`config.mk`:
```
export PLATFORM = sky130hd
export DESIGN_NAME = sync_arith_driver
export DESIGN_NICKNAME = d
export VERILOG_FILES = /design/src/rtl/sync_arith_driver.sv
export SDC_FILE = /design/constraint.sdc
export NUM_CORES = 1
export LEC_CHECK = 0
export CORE_UTILIZATION = 30
export DETAILED_ROUTE_END_ITERATION = 8
export PLACE_DENSITY = 0.61
export SLEW_MARGIN = 20
export SYNTH_ARGS = -nofsm -noshare
export SYNTH_HDL_FRONTEND = slang
export SYNTH_SLANG_ARGS = --single-unit
```
`constraint.sdc`:
```
create_clock -name i_clk -period 6.55 [get_ports i_clk]
set_input_delay 1.31 -clock i_clk [delete_from_list [all_inputs] [get_ports i_clk]]
set_output_delay 1.31 -clock i_clk [all_outputs]
set_load 0.02 [all_outputs]
```
`src/rtl/sync_arith_driver.sv`:
```
// -----------------------------------------------------------------------------
// sync_arith_driver
//
// Command-side initiator for the synchronous arithmetic unit. One request
// (A, B, op) is accepted over a valid/ready handshake and driven onto the
// unit's operand/opcode inputs. After LAT cycles the unit's result and status
// are captured and returned over a valid/ready response handshake. Saturating
// operation and error counters are kept for the status logic.
//
// Ports:
//   i_clk, i_reset            clock, asynchronous active-low reset
//   i_req_valid/o_req_ready   request handshake
//   i_req_A/B, i_req_op       request operands and opcode
//   o_arg_A/B, o_op           operands and opcode driven to the unit
//   i_result, i_status        result and status from the unit
//   o_rsp_valid/i_rsp_ready   response handshake
//   o_rsp_result/status       captured result and status
//   o_busy                    high while waiting for or holding a response
//   i_clr_count               synchronous clear of both counters
//   o_op_count, o_err_count   saturating completed-op and error counters
// -----------------------------------------------------------------------------
module sync_arith_driver #(
    parameter int BITS  = 32,
    parameter int LAT   = 2,
    parameter int CNT_W = 16
) (
    input  logic             i_clk,
    input  logic             i_reset,
    input  logic             i_req_valid,
    output logic             o_req_ready,
    input  logic [BITS-1:0]  i_req_A,
    input  logic [BITS-1:0]  i_req_B,
    input  logic [1:0]       i_req_op,
    output logic [BITS-1:0]  o_arg_A,
    output logic [BITS-1:0]  o_arg_B,
    output logic [1:0]       o_op,
    input  logic [BITS-1:0]  i_result,
    input  logic [3:0]       i_status,
    output logic             o_rsp_valid,
    input  logic             i_rsp_ready,
    output logic [BITS-1:0]  o_rsp_result,
    output logic [3:0]       o_rsp_status,
    output logic             o_busy,
    input  logic             i_clr_count,
    output logic [CNT_W-1:0] o_op_count,
    output logic [CNT_W-1:0] o_err_count
);

    typedef enum logic [1:0] {
        ST_IDLE = 2'd0,
        ST_WAIT = 2'd1,
        ST_RESP = 2'd2
    } state_t;

    // The wait counter reaches 0 on the edge before capture, so the capture
    // edge lands exactly LAT edges after the accept edge.
    localparam logic [3:0] WAIT_LOAD = 4'(LAT - 1);

    // Saturating increment: holds at all-ones instead of wrapping.
    function automatic logic [CNT_W-1:0] sat_inc(input logic [CNT_W-1:0] v);
        logic [CNT_W-1:0] r;
        if (v == {CNT_W{1'b1}}) begin
            r = v;
        end else begin
            r = v + {{(CNT_W-1){1'b0}}, 1'b1};
        end
        return r;
    endfunction

    state_t            state_q,      state_d;
    logic [3:0]        wait_cnt_q,   wait_cnt_d;
    logic [BITS-1:0]   arg_a_q,      arg_a_d;
    logic [BITS-1:0]   arg_b_q,      arg_b_d;
    logic [1:0]        op_q,         op_d;
    logic [BITS-1:0]   rsp_result_q, rsp_result_d;
    logic [3:0]        rsp_status_q, rsp_status_d;
    logic [CNT_W-1:0]  op_count_q,   op_count_d;
    logic [CNT_W-1:0]  err_count_q,  err_count_d;
    logic              req_ready_q,  req_ready_d;
    logic              rsp_valid_q,  rsp_valid_d;
    logic              busy_q,       busy_d;

    // Next-state, datapath and counter logic.
    always_comb begin
        state_d      = state_q;
        wait_cnt_d   = wait_cnt_q;
        arg_a_d      = arg_a_q;
        arg_b_d      = arg_b_q;
        op_d         = op_q;
        rsp_result_d = rsp_result_q;
        rsp_status_d = rsp_status_q;
        op_count_d   = op_count_q;
        err_count_d  = err_count_q;

        case (state_q)
            ST_IDLE: begin
                if (i_req_valid) begin
                    arg_a_d    = i_req_A;
                    arg_b_d    = i_req_B;
                    op_d       = i_req_op;
                    wait_cnt_d = WAIT_LOAD;
                    state_d    = ST_WAIT;
                end else begin
                    state_d    = ST_IDLE;
                end
            end
            ST_WAIT: begin
                if (wait_cnt_q == 4'd0) begin
                    rsp_result_d = i_result;
                    rsp_status_d = i_status;
                    op_count_d   = sat_inc(op_count_q);
                    if (i_status[3]) begin
                        err_count_d = sat_inc(err_count_q);
                    end else begin
                        err_count_d = err_count_q;
                    end
                    state_d = ST_RESP;
                end else begin
                    wait_cnt_d = wait_cnt_q - 4'd1;
                end
            end
            ST_RESP: begin
                if (i_rsp_ready) begin
                    state_d = ST_IDLE;
                end else begin
                    state_d = ST_RESP;
                end
            end
            default: begin
                state_d = ST_IDLE;
            end
        endcase

        // Clear overrides any increment computed above.
        if (i_clr_count) begin
            op_count_d  = {CNT_W{1'b0}};
            err_count_d = {CNT_W{1'b0}};
        end else begin
            op_count_d  = op_count_d;
            err_count_d = err_count_d;
        end

        // Handshake flags are registered from the next state so they carry
        // no combinational path from i_req_valid or i_rsp_ready.
        req_ready_d = (state_d == ST_IDLE);
        rsp_valid_d = (state_d == ST_RESP);
        busy_d      = (state_d != ST_IDLE);
    end

    // State and output registers.
    always_ff @(posedge i_clk or negedge i_reset) begin
        if (!i_reset) begin
            state_q      <= ST_IDLE;
            wait_cnt_q   <= 4'd0;
            arg_a_q      <= {BITS{1'b0}};
            arg_b_q      <= {BITS{1'b0}};
            op_q         <= 2'd0;
            rsp_result_q <= {BITS{1'b0}};
            rsp_status_q <= 4'd0;
            op_count_q   <= {CNT_W{1'b0}};
            err_count_q  <= {CNT_W{1'b0}};
            req_ready_q  <= 1'b1;
            rsp_valid_q  <= 1'b0;
            busy_q       <= 1'b0;
        end else begin
            state_q      <= state_d;
            wait_cnt_q   <= wait_cnt_d;
            arg_a_q      <= arg_a_d;
            arg_b_q      <= arg_b_d;
            op_q         <= op_d;
            rsp_result_q <= rsp_result_d;
            rsp_status_q <= rsp_status_d;
            op_count_q   <= op_count_d;
            err_count_q  <= err_count_d;
            req_ready_q  <= req_ready_d;
            rsp_valid_q  <= rsp_valid_d;
            busy_q       <= busy_d;
        end
    end

    assign o_req_ready  = req_ready_q;
    assign o_arg_A      = arg_a_q;
    assign o_arg_B      = arg_b_q;
    assign o_op         = op_q;
    assign o_rsp_valid  = rsp_valid_q;
    assign o_rsp_result = rsp_result_q;
    assign o_rsp_status = rsp_status_q;
    assign o_busy       = busy_q;
    assign o_op_count   = op_count_q;
    assign o_err_count  = err_count_q;

endmodule

```
# == Word-level counts from Yosys, hierarchy flattened ==
# Cells that the tools add are included.
# classes
eq_ne,9
reduce_logical,13
n_addsub,3
mux,16
# op_table
operator,count
16-bit 2-to-1 mux,9
16-bit by 1-bit adder with 16-bit output (second input constant),2
16-bit equality test (second input constant),2
2-bit nonzero test,5
4-bit 2-to-1 mux,2
2-bit inequality test (second input constant),4
4-bit case mux with 2 select lines,1
2-bit case mux with 3 select lines,1
3-bit AND reduction,2
2-bit equality test (second input constant),2
2-bit zero test,2
4-bit zero test,1
2-bit 2-to-1 mux,2
2-bit AND reduction,2
4-bit AND reduction,1
4-bit by 1-bit subtractor with 4-bit output (second input constant),1
2-bit by 1-bit equality test with 1-bit output (second input constant),1
1-bit 2-to-1 mux,1
# word_totals
input_bits,107
word_cells,53
regBits,143

# == Logic depth before layout (Yosys ltp) ==
# Gate-level depths: netlist of run 1.
# depth
depth_word,6
depth_mapped,8

# == Worst setup path before layout of run 1 ==
# Ideal clock, no wire load.
# synth_timing
path_kind,input -> register
from,input i_req_valid
to,"register arg_b_q[2], in the netlist o_arg_B[2]"
slack_ps,3644
n_path_buf,2
arrival_time_ps,2781
required_time_ps,6425
stages,4
setup_ps,125
path_cell_list,nor3b_1 -> clkbuf_1 -> buf_1 -> mux2_2
# synth_via
elab_chain_len,1
# synth_lines
element,line_no,text
from (decl),29,"input logic i_req_valid,"
2-bit AND reduction (no line),-,
to (signal assigned),156,arg_b_q <= {BITS{1'b0}};
to (signal assigned),169,arg_b_q <= arg_b_d;
to (decl),73,"logic [BITS-1:0] arg_b_q, arg_b_d;"
# No other way between the ends.
# A chain may end at the register's enable or synchronous reset.

# == Worst setup path in the final report of run 1 ==
# layout_timing
from,"register req_ready_q, in the netlist o_req_ready"
to,output o_req_ready
# layout_lines
element,line_no,text
from (decl),79,"logic req_ready_q, req_ready_d;"
from (signal assigned),175,req_ready_q <= req_ready_d;
to (decl),30,"output logic o_req_ready,"
# No word-level cell between the ends.

==> impl_metrics.tcl, run 1 <==
set metrics [dict create \
    status "completed" \
    drc_errors 0 \
    synthTopCellsByCount "dfrtp_1 (142), nand2_1 (122), mux2_2 (72)" \
    tns_ps 0 \
    synth_top_area_frac 0.595 \
    ys_types 42 \
    fp.dieH_microns 143 \
    synth_edf_count 0 \
    dp_slack_ps 3210 \
    path_clk_slew_ps 60 \
    critical_path_class "reg2out" \
    layout.cells.non_filler 1047 \
    multiInputGateArea_sq_um 2300 \
    ys_seq_elements 143 \
    sw_frac_of_total 0.360 \
    place.gp.congestion 0.809 \
    worstSkewPairLatency_ps 420 \
    finalWorstSetupSlack_ps 3670 \
    path_cells "clkdlybuf4s50_1" \
    die_w_microns 143 \
    register_area_sq_um 3580 \
    crit_path_max_incr_delay_ps 640 \
    cts_made_buffers 17 \
    root_buffer "clkbuf_16" \
    dp_hpwl_microns 12100 \
    fp.coreArea_sq_um 19500 \
    crit_path_start_kind "flop" \
    max_freq_mhz 347 \
    dieArea_sq_um 20500 \
    grt_util_all_layers 0.167 \
    syn_area_per_cell_sq_um 11.4 \
    finalHoldViolations 0 \
    vias 5000 \
    io_pins 244 \
    hold_buffers 0 \
    crit_slowest_cell "clkdlybuf4s50_1" \
    power_frac_clock 0.226 \
    grt_max_degree 83 \
    maxCapViolCount 0 \
    setup_violations 0 \
    syn_area_sq_um 5980 \
    irDropWorstVdd_mv 0.242 \
    yosysWarnings 0 \
    path_buf_inv 1 \
    worst_slew_pin_slew_ps 1020 \
    critPathMaxFanout 1 \
    fillCellCount 1746 \
    pwr-share-seq 0.337 \
    period_share 0.440 \
    yosysSeqAreaShare 0.599 \
    drtIter0Drc 173 \
    grt_pass1_vias 4988 \
    overflow 0 \
    nNetsFinal 880 \
    worstRegToRegCells 6 \
    internal_power_uw 2730 \
    synth.most_common_cell "dfrtp_1" \
    finalMaxSlewViolations 0 \
    relSlewSlack 0.316 \
    placementRows 51 \
    period_needed_ps 2880 \
    yosys.area.top_type "dfrtp_1" \
    worst-path-stages 1 \
    critPathRequiredTime_ps 5240 \
    synthCells 524 \
    critPathCaptureType "output pin" \
    critPathTopFamily "buffers and inverters" \
    synthTopCellsByArea "dfrtp_1 (59%), mux2_2 (14%), nand2_1 (7.7%)" \
    leakage_uw 0.00386 \
    via_per_inst 4.78 \
    hold_class "reg2reg" \
    worstPathArrival_ps 1570 \
    wl_per_cell_microns 16.0 \
    portBuffers 243 \
    pwr-share-comb 0.437 \
    cts_tree "yes" \
    grt_pass1_wl_microns 26000 \
    power_density_nw_per_um2 460 \
    fin_worst_skew_ps 17.0 \
    whs_path_depth 2 \
    dp_cells 1015 \
    clockBufferDepth 2 \
    synth_flop_cell "dfrtp_1" \
    syn_to_final_growth_pct 55.5 \
    drtPass1Iterations 6 \
    syn-num-nets 635 \
    drt-total-wl_microns 16800 \
    drive_gt1_frac 0.151 \
    htree_levels 4 \
    cts.sinks 143 \
    p_sw_uw 1540 \
    start_util 0.307 \
    antenna_found_initial 0 \
    cts_setup_buffers 0 \
    async_reset_ff_frac 1.00 \
    ant_nets 0 \
    cts_resized 0 \
    rsz0062_at_grt "no" \
]
==> kinds of logic after synthesis <==
logic type,Yosys count,synth area share
fa+ha+maj,4,0.00838
simple gates,216,0.172
buf+inv,28,0.0182
xor+xnor,2,0.00293
flops,143,0.599
compound gates,57,0.0601
mux,74,0.139
==> per-layer routing <==
metal | vias to the layer above | global-route usage | share of wire
li1 | 2354 | - | -
met1 | 2436 | 0.189 | 0.39
met2 | 195 | 0.272 | 0.50
met3 | 15 | 0.0758 | 0.099
met4 | 0 | 0.0690 | 0.013
met5 | - | 0 | 0
==> final cells by class <==
type,count,share of cell area
diodes,1,0.000269
clock buffers,17,0.0458
clock inverters,14,0.0170
inverters,6,0.00242
multi-input cells,353,0.248
flip-flops and latches,143,0.385
well taps,265,0.0357
repair buffers,248,0.266
==> state kept, by name, indices dropped and copies added, names as in the netlist, 2 cells and up <==
name and count:
o_arg_A 32, o_arg_B 32, o_err_count 16, o_op 2, o_op_count 16, o_rsp_result 32, o_rsp_status 4, state_q 2
wait_cnt_q 4
==> metrics by stage <==
stage	hold slack [ps]	instance area, sq um	util	power (uW)
4_1_cts	477	9290	0.477	4330
5_1_grt	492	9290	0.477	4510
3_3_place_gp	458	8700	0.447	3300
2_1_floorplan	472	5980	-	2390
6_report	470	9290	0.478	4270
3_5_place_dp	462	8700	0.447	3340
==> layout by cell type, fill, tap and decap left out, drive strengths merged, types with 6 or more instances in the layout <==
master,n
or3,6
mux2,72
inv,12
nor4,6
nor2b,7
nand3,15
or4,14
clkbuf,17
o21ai,10
nor2,13
clkdlybuf4s50,242
nand4,9
o31ai,14
buf,6
dfrtp,142
nand2,122
a21oi,22
==> tightest hold or removal path: cells and delay by family (launching register included) <==
family	cells	cell delay, ps
AND/OR/NAND/NOR	2	100
flip-flops	1	340
==> path summary, 6_finish.rpt <==
check                                                to                    startpoint  slack [ps]
max                                         o_req_ready         o_req_ready$_DFF_PN1_        3670
min                        o_rsp_result[10]$_DFFE_PN0P_  o_rsp_result[10]$_DFFE_PN0P_         470
max reg2reg                  o_op_count[11]$_DFFE_PN0P_     wait_cnt_q[0]$_DFFE_PN0P_        3840
min reg2reg                o_rsp_result[10]$_DFFE_PN0P_  o_rsp_result[10]$_DFFE_PN0P_         470
max in group asynchronous       o_arg_A[26]$_DFFE_PN0N_                       i_reset        4310
min in group asynchronous       o_arg_B[17]$_DFFE_PN0N_                       i_reset         920
==> power groups by stage <==
stage	Clock [uW]	Sequential, uW	Combinational [uW]
after floorplan	0	1840	550
after global placement	0	1440	1860
after detailed placement	0	1450	1890
after CTS	991	1450	1900
after global routing	1030	1490	2000
final	964	1440	1870
Power figures use the tool's default switching activity.
==> run 2, diff against run 1 <==
PLACE_DENSITY = 0.64   (was 0.61)
clock period = 2.3 ns   (was 6.55 ns; I/O delays follow)
==> impl_metrics.tcl, run 2 (synthesis gave the netlist of run 1 again) <==
set metrics [dict create \
    status "completed" \
    final_core_utilization 0.486 \
    leakage_uw 0.00396 \
    worst_slew_pin_slew_ps 505 \
    fp.dieH_microns 143 \
    path_buf_inv 1 \
    drtPass1Iterations 4 \
    grt_max_degree 56 \
    period_share 0.976 \
    fp.coreArea_sq_um 19500 \
    hold_class "reg2reg" \
    pwr-share-comb 0.447 \
    crit_end "o_err_count[11]$_DFFE_PN0P_" \
    sw_frac_of_total 0.369 \
    finalHoldViolations 0 \
    irDropWorstVdd_mv 0.728 \
    grt_pass1_vias 5021 \
    nNetsFinal 898 \
    period_needed_ps 2240 \
    grt_pass1_wl_microns 26100 \
    rsz0062_at_grt "yes" \
    finalMaxSlewViolations 0 \
    drc_errors 0 \
    critPathRequiredTime_ps 2640 \
    power_density_nw_per_um2 1290 \
    htree_levels 4 \
    cts.sinks 143 \
    final_cell_mix "clkdlybuf4s50_1 (242), dfrtp_1 (142), nand2_1 (121)" \
    drive_gt1_frac 0.178 \
    maxCapViolCount 0 \
    ant_nets 0 \
    drtIter0Drc 193 \
    setup_violations 0 \
    pwr-share-seq 0.333 \
    fillCellCount 1793 \
    hold_ws_ps 472 \
    register_area_sq_um 3580 \
    grt_util_all_layers 0.166 \
    cts_tree "yes" \
    via_per_inst 4.69 \
    internal_power_uw 7710 \
    start_util 0.307 \
    crit_slowest_cell "or4b_4" \
    overflow 0 \
    crit_path_start_kind "flop" \
    root_buffer "clkbuf_16" \
    crit_path_max_incr_delay_ps 530 \
    vias 4991 \
    worst-path-stages 6 \
    critPathMaxFanout 7 \
    wl_per_cell_microns 15.4 \
    rrSetupSlack_ps 60 \
    setup.worst_path.start "wait_cnt_q[0]$_DFFE_PN0P_" \
    whs_path_depth 2 \
    worstSkewPairLatency_ps 420 \
    max_freq_mhz 446 \
    dp_hpwl_microns 11800 \
    multiInputGateArea_sq_um 2320 \
    portBuffers 243 \
    relSlewSlack 0.660 \
    clockBufferDepth 2 \
    dp_cells 1032 \
    power_frac_clock 0.220 \
    antenna_found_initial 0 \
    place.gp.congestion 0.850 \
    cts_made_buffers 17 \
    placementRows 51 \
    reg2reg_from "wait_cnt_q[0]$_DFFE_PN0P_" \
    p_sw_uw 4510 \
    drt-total-wl_microns 16400 \
    worstRegToRegCells 6 \
    path_clk_slew_ps 70 \
    worstPathArrival_ps 2590 \
    antenna_cells 0 \
    critical_path_class "reg2reg" \
    critPathCaptureType "flop" \
    syn_to_final_growth_pct 58.4 \
    die_w_microns 143 \
    io_pins 244 \
    layout.cells.non_filler 1065 \
    dieArea_sq_um 20500 \
    final_common_cell "clkdlybuf4s50_1" \
    r2r-end "o_err_count[11]$_DFFE_PN0P_" \
    path_cells "inv_2 -> ha_2 -> or3b_4 -> or4b_4 -> or4_1 -> a21oi_1" \
    fin_worst_skew_ps 12.9 \
    critPathTopFamily "simple AND/OR/NAND/NOR gates" \
]
run 2: cell count changes in the layout (fill, tap and decap cells not counted), moves of 2 or more:
cell,change
inv_2,+2
buf_4,+14
buf_12,+3
inv_8,+4
inv_1,-2
bufinv_16,-2
inv_6,+2
run 2: final cells by class:
cell class | count | share of cell area
repair buffers | 266 | 0.280
inverters | 6 | 0.00238
clock inverters | 15 | 0.0147
well taps | 265 | 0.0350
flip-flops and latches | 143 | 0.378
clock buffers | 17 | 0.0449
multi-input cells | 353 | 0.245
run 2: power by group through the flow:
stage | clock, uW | combinational (uW) | sequential [uW]
floorplan | 0 | 1580 | 5240
global placement | 0 | 5480 | 4070
detailed placement | 0 | 5500 | 4110
CTS | 2750 | 5530 | 4090
global route | 2860 | 5840 | 4210
finish | 2690 | 5460 | 4070
run 2: repair_timing:
action / in CTS / in global routing
resized for setup: 1 / 4
pin swaps: 0 / 1
setup buffers: 0 / 0
endpoints found under the hold margin: 7 / 0
hold buffers: 1 / 0
endpoints found under the setup margin: 1 / 7
run 2: worst min-delay path: cells and delay by family (launching register included):
| family | cells | cell delay, ps |
|---|---|---|
| AND/OR/NAND/NOR | 2 | 100 |
| flip-flops | 1 | 340 |
run 2: worst min path at each step:
stage                                      startpoint                          end  slack, ps
after floorplan                               i_reset       o_arg_A[0]$_DFFE_PN0N_        160
after global placement                        i_reset       o_arg_A[1]$_DFFE_PN0N_        450
after detailed placement                      i_reset       o_arg_A[1]$_DFFE_PN0N_        450
after CTS                 o_rsp_result[2]$_DFFE_PN0P_  o_rsp_result[2]$_DFFE_PN0P_        480
after global routing      o_rsp_status[0]$_DFFE_PN0P_  o_rsp_status[0]$_DFFE_PN0P_        490
final                     o_rsp_result[1]$_DFFE_PN0P_  o_rsp_result[1]$_DFFE_PN0P_        470
run 2: stage by stage:
step / cell area, sq um / power [uW] / setup WS (ps) / setup TNS, ps
after global placement: 8870 / 9550 / -134 / -437
after global routing: 9460 / 12900 / -13.9 / -25.6
after detailed placement: 8870 / 9610 / -157 / -511
final: 9460 / 12200 / 55.7 / 0
after CTS: 9450 / 12400 / 36.7 / 0
after floorplan: 5980 / 6820 / -62.7 / -147
run 2: layer usage:
metal  wire length [microns]  GRT usage  vias to the layer above
met5                       0          0                        -
met4                     134     0.0458                        0
met3                    1620     0.0761                       11
met2                    7900      0.262                      185
met1                    6790      0.204                     2416
li1                        -          -                     2379
==> run 3, diff against run 2 <==
GPL_TIMING_DRIVEN = 0   (was default)
PLACE_DENSITY = default   (was 0.64)
==> impl_metrics.tcl, run 3 (synthesis gave the netlist of run 1 again) <==
set metrics [dict create \
    ant_nets 0 \
    critPathCaptureType "flop" \
    finalHoldViolations 0 \
    place.gp.congestion 0.867 \
    syn_to_final_growth_pct 59.6 \
    grt_max_degree 87 \
    htree_levels 4 \
    drtIter0Drc 223 \
    nNetsFinal 904 \
    leakage_uw 0.00394 \
    dp_hpwl_microns 12600 \
    irDropWorstVdd_mv 0.707 \
    tns_ps -339 \
    grt_pass1_wl_microns 27100 \
    status "complete, but fails checks" \
    violations "setup timing" \
    drt-total-wl_microns 17100 \
    placementRows 51 \
    relSlewSlack 0.531 \
    rsz0062_at_grt "yes" \
    critPathTopFamily "simple AND/OR/NAND/NOR gates" \
    crit_path_max_incr_delay_ps 550 \
    overflow 0 \
    dp_cells 1033 \
    maxCapViolCount 0 \
    final_cell_mix "clkdlybuf4s50_1 (242), dfrtp_1 (142), nand2_1 (121)" \
    grt_pass1_vias 5209 \
    fin_worst_skew_ps 10.2 \
    finalMaxSlewViolations 0 \
    final_common_cell "clkdlybuf4s50_1" \
    hold_class "reg2reg" \
    setup_violations 5 \
    worst_slew_pin_slew_ps 697 \
    crit_slowest_cell "or4b_4" \
    drive_gt1_frac 0.174 \
    period_share 1.05 \
    grt_util_all_layers 0.173 \
    drtPass1Iterations 4 \
    critPathRequiredTime_ps 2640 \
    crit_path_start_kind "flop" \
    critPathMaxFanout 8 \
    via_per_inst 4.76 \
    layout.cells.non_filler 1071 \
    worstSkewPairLatency_ps 420 \
    start_util 0.307 \
    fp.coreArea_sq_um 19500 \
    vias 5099 \
    drc_errors 0 \
    max_freq_mhz 415 \
    path_buf_inv 2 \
    clockBufferDepth 2 \
    path_cells "inv_2 -> ha_4 -> or3b_4 -> or4b_4 -> buf_8 -> or4_4 -> a21oi_2" \
    power_density_nw_per_um2 1300 \
    worstPathArrival_ps 2760 \
    cts.sinks 143 \
    fp.dieH_microns 143 \
    cts_tree "yes" \
    dieArea_sq_um 20500 \
    antenna_cells 0 \
    hold_ws_ps 477 \
    wl_per_cell_microns 16.0 \
    portBuffers 243 \
    path_clk_slew_ps 60 \
    io_pins 244 \
    critical_path_class "reg2reg" \
    antenna_found_initial 0 \
    place_area_sq_um 8780 \
    period_needed_ps 2410 \
    die_w_microns 143 \
    design_area_sq_um 9540 \
    root_buffer "clkbuf_16" \
    finalWorstSetupSlack_ps -112 \
    final_core_utilization 0.490 \
    cts_made_buffers 17 \
]
-- run 3: cell types whose count changed in the layout (fill, tap and decap cells not counted), moves of 3 or more --
cell / delta
clkbuf_1: +15
buf_4: -12
clkinvlp_4: +5
inv_8: -5
nor4_1: -4
buf_12: -3
clkbuf_2: +3
nor4_2: +3
-- run 3: what timing repair did --
action / CTS / global route
gates resized for setup: 12 / 16
hold buffers: 1 / 0
endpoints found under the hold margin: 32 / 0
gates cloned: 0 / 0
buffers inserted: 5 / 2
setup endpoints to repair: 129 / 58
pin swaps: 3 / 5
-- run 3: final cells by class --
| type | count | area, sq um |
|---|---|---|
| flip-flops and latches | 143 | 3580 |
| plain buffers | 20 | 100 |
| fillers | 1735 | 9930 |
| inverters | 6 | 22.5 |
| clock buffers | 18 | 439 |
| clock inverters | 14 | 154 |
| repair buffers | 252 | 2530 |
| well taps | 265 | 332 |
| multi-input cells | 353 | 2380 |
-- run 3: power breakdown --
part	internal [uW]	switching, uW	leakage, uW
combinational	2740	2740	0.00189
clock	1640	1140	0.000272
sequential	3530	582	0.00177
total	7910	4460	0.00394
-- run 3: worst paths after layout --
| check | to | slack (ps) | from | depth (start not counted) |
|---|---|---|---|---|
| max | o_err_count[11]$_DFFE_PN0P_ | -110 | wait_cnt_q[0]$_DFFE_PN0P_ | 7 |
| min | o_rsp_result[9]$_DFFE_PN0P_ | 480 | o_rsp_result[9]$_DFFE_PN0P_ | 2 |
| max reg2reg | o_err_count[11]$_DFFE_PN0P_ | -110 | wait_cnt_q[0]$_DFFE_PN0P_ | 7 |
| min reg2reg | o_rsp_result[9]$_DFFE_PN0P_ | 480 | o_rsp_result[9]$_DFFE_PN0P_ | 2 |
| max in group asynchronous | o_req_ready$_DFF_PN1_ | 950 | i_reset | 3 |
| min in group asynchronous | o_arg_A[17]$_DFFE_PN0N_ | 550 | i_reset | 2 |
-- run 3: metal layers --
metal,track usage,share of wire
met1,0.201,0.40
met2,0.286,0.50
met3,0.0661,0.090
met4,0.0662,0.017
met5,0,0
-- run 3: worst reg2reg max path: stages, from the launching register on --
cell and delay (ps):
dfrtp_1 390, inv_2 90, ha_4 140, or3b_4 410, or4b_4 560, buf_8 150, or4_4 470, a21oi_2 140
-- run 3: stage by stage --
stage / power, uW / setup slack (ps)
6_report: 12400 / -112
5_1_grt: 13100 / -166
4_1_cts: 12500 / -131
3_5_place_dp: 9550 / -1130
3_3_place_gp: 9440 / -5000
2_1_floorplan: 6820 / -62.7
==> RTL edit (flow settings as in run 3) <==
Encoding of `state_t`: now one-hot (3 bits for 3 states).
--- a/src/rtl/sync_arith_driver.sv
+++ b/src/rtl/sync_arith_driver.sv
@@ -46,10 +46,10 @@
     output logic [CNT_W-1:0] o_err_count
 );
 
-    typedef enum logic [1:0] {
-        ST_IDLE = 2'd0,
-        ST_WAIT = 2'd1,
-        ST_RESP = 2'd2
+    typedef enum logic [2:0] {
+        ST_IDLE = 3'b001,
+        ST_WAIT = 3'b010,
+        ST_RESP = 3'b100
     } state_t;
 
     // The wait counter reaches 0 on the edge before capture, so the capture
Function: same outputs for any inputs over 4 cycles, from zero or initial values and one cycle with i_reset low; so few cycles prove little.
==> RTL edit against run 3 <==
  * The flow still finishes with violations (negative setup slack)
  * Largest power group unchanged
  * Area after synthesis is 1.5% higher
  * Worst setup slack better by 0.11 ns
  * Clock power is 3% lower
  * Routed wire length is 2.3% lower
  * Hold slack better by 0.017 ns
  * Total power is 3.8% lower
  * Sequential cell count is 1 higher
  * Sequential share of layout area is 0.11 points lower
  * Cell area is 1.0% higher
==> RTL edit: results (changes against run 3) <==
via count of the first global-routing pass: 4903 (-5.9%)
worst setup slack after layout: -0.007314 ns (+0.1051 ns)
Cells after Synth: 459 (-12%)
via count: 4782 (-6.2%)
synth cell count leaders: 142 x dfrtp_1, 113 x mux2_2, 20 x nor2_1
synth top area cells: dfrtp_1 59%, mux2_2 21%, o31ai_1 1.5%
hold-critical path endpoint: o_rsp_status[3]
measured slew at the worst slew-check pin: 0.6634 ns (-0.03376 ns)
Crit Path Max Fanout: 7 (-1)
crit path to: o_op_count[15]
Crit path largest cell delay: 0.58 ns (+0.03 ns)
Reg2Reg Depth: 6 (-1)
Starting DRT DRC Count: 240 (+7.6%)
Post-DP HPWL: 12090 µm (-4.3%)
post-synthesis mux area share: 21.30% (+7.4 points)
leakage power: 0.003868 µW (-1.8%)
Synth Area in Adders: 0.8249% (-0.013 points)
failing checks: negative setup slack
status: finished with violations
Hold Crit Start: o_rsp_status[3]
Syn Nets: 570 (-10%)
metal3 WL: 1413 µm (-8.4%)
fin nets: 846 (-6.4%)
Placement Cell Area: 8887 µm² (+1.2%)
Critical Path AT: 2.60 ns (-0.16 ns)
sequential element share of the synthesized area: 59.43% (-0.47 points)
final number of setup-violating endpoints: 2 (-3)
M3 GR Usage: 5.728% (-0.88 points)
Peak VDD IR: 0.0006937 V (-1.9%)
Compound-Gate Fraction of Synth Area: 4.455% (-1.6 points)
pin count of the biggest net entering global routing: 102 (+17%)
Wirelength per Cell: 16.54 µm (+3.5%)
Synth Area in XOR/XNOR: 0.2887% (-0.0044 points)
GP Congestion: 0.8624 (-0.48%)
Final Skew: 0.008974 ns (-0.001218 ns)
M2 GR Usage: 27.10% (-1.5 points)
metal2 WL: 8390 µm (-1.3%)
RTL edit: timing repair:
action                                 CTS  global route
gates resized for setup                  9            19
pin swaps                                2             3
endpoints found under the hold margin   43             0
buffers inserted                         5             9
setup endpoints to repair               42            47
hold buffers                             1             0
RTL edit: per-stage QoR:
stage | setup WS (ns) | hold WS, ns | TNS, ns
6_report | -0.007314 | 0.4943 | -0.01326
5_1_grt | -0.08126 | 0.5145 | -0.2568
4_1_cts | -0.08649 | 0.5069 | -0.2538
3_5_place_dp | -0.4952 | 0.3772 | -24.58
3_3_place_gp | -4.952 | 0.4865 | -726.78
2_1_floorplan | -0.08177 | 0.1644 | -0.08177
RTL edit: final cells by class:
cell class	instances	area [µm²]
clock buffer	17	425.4
timing repair buffer	259	2580
multi-input combinational	286	2440
clock inverter	13	141.4
fill	1819	10020
tap	265	331.6
buffer	19	80.08
sequential	144	3606
inverter	8	30.03
RTL edit: power breakdown:
part	internal (µW)	switching, µW
sequential	3540	541
clock	1590	1100
combinational	2780	2360
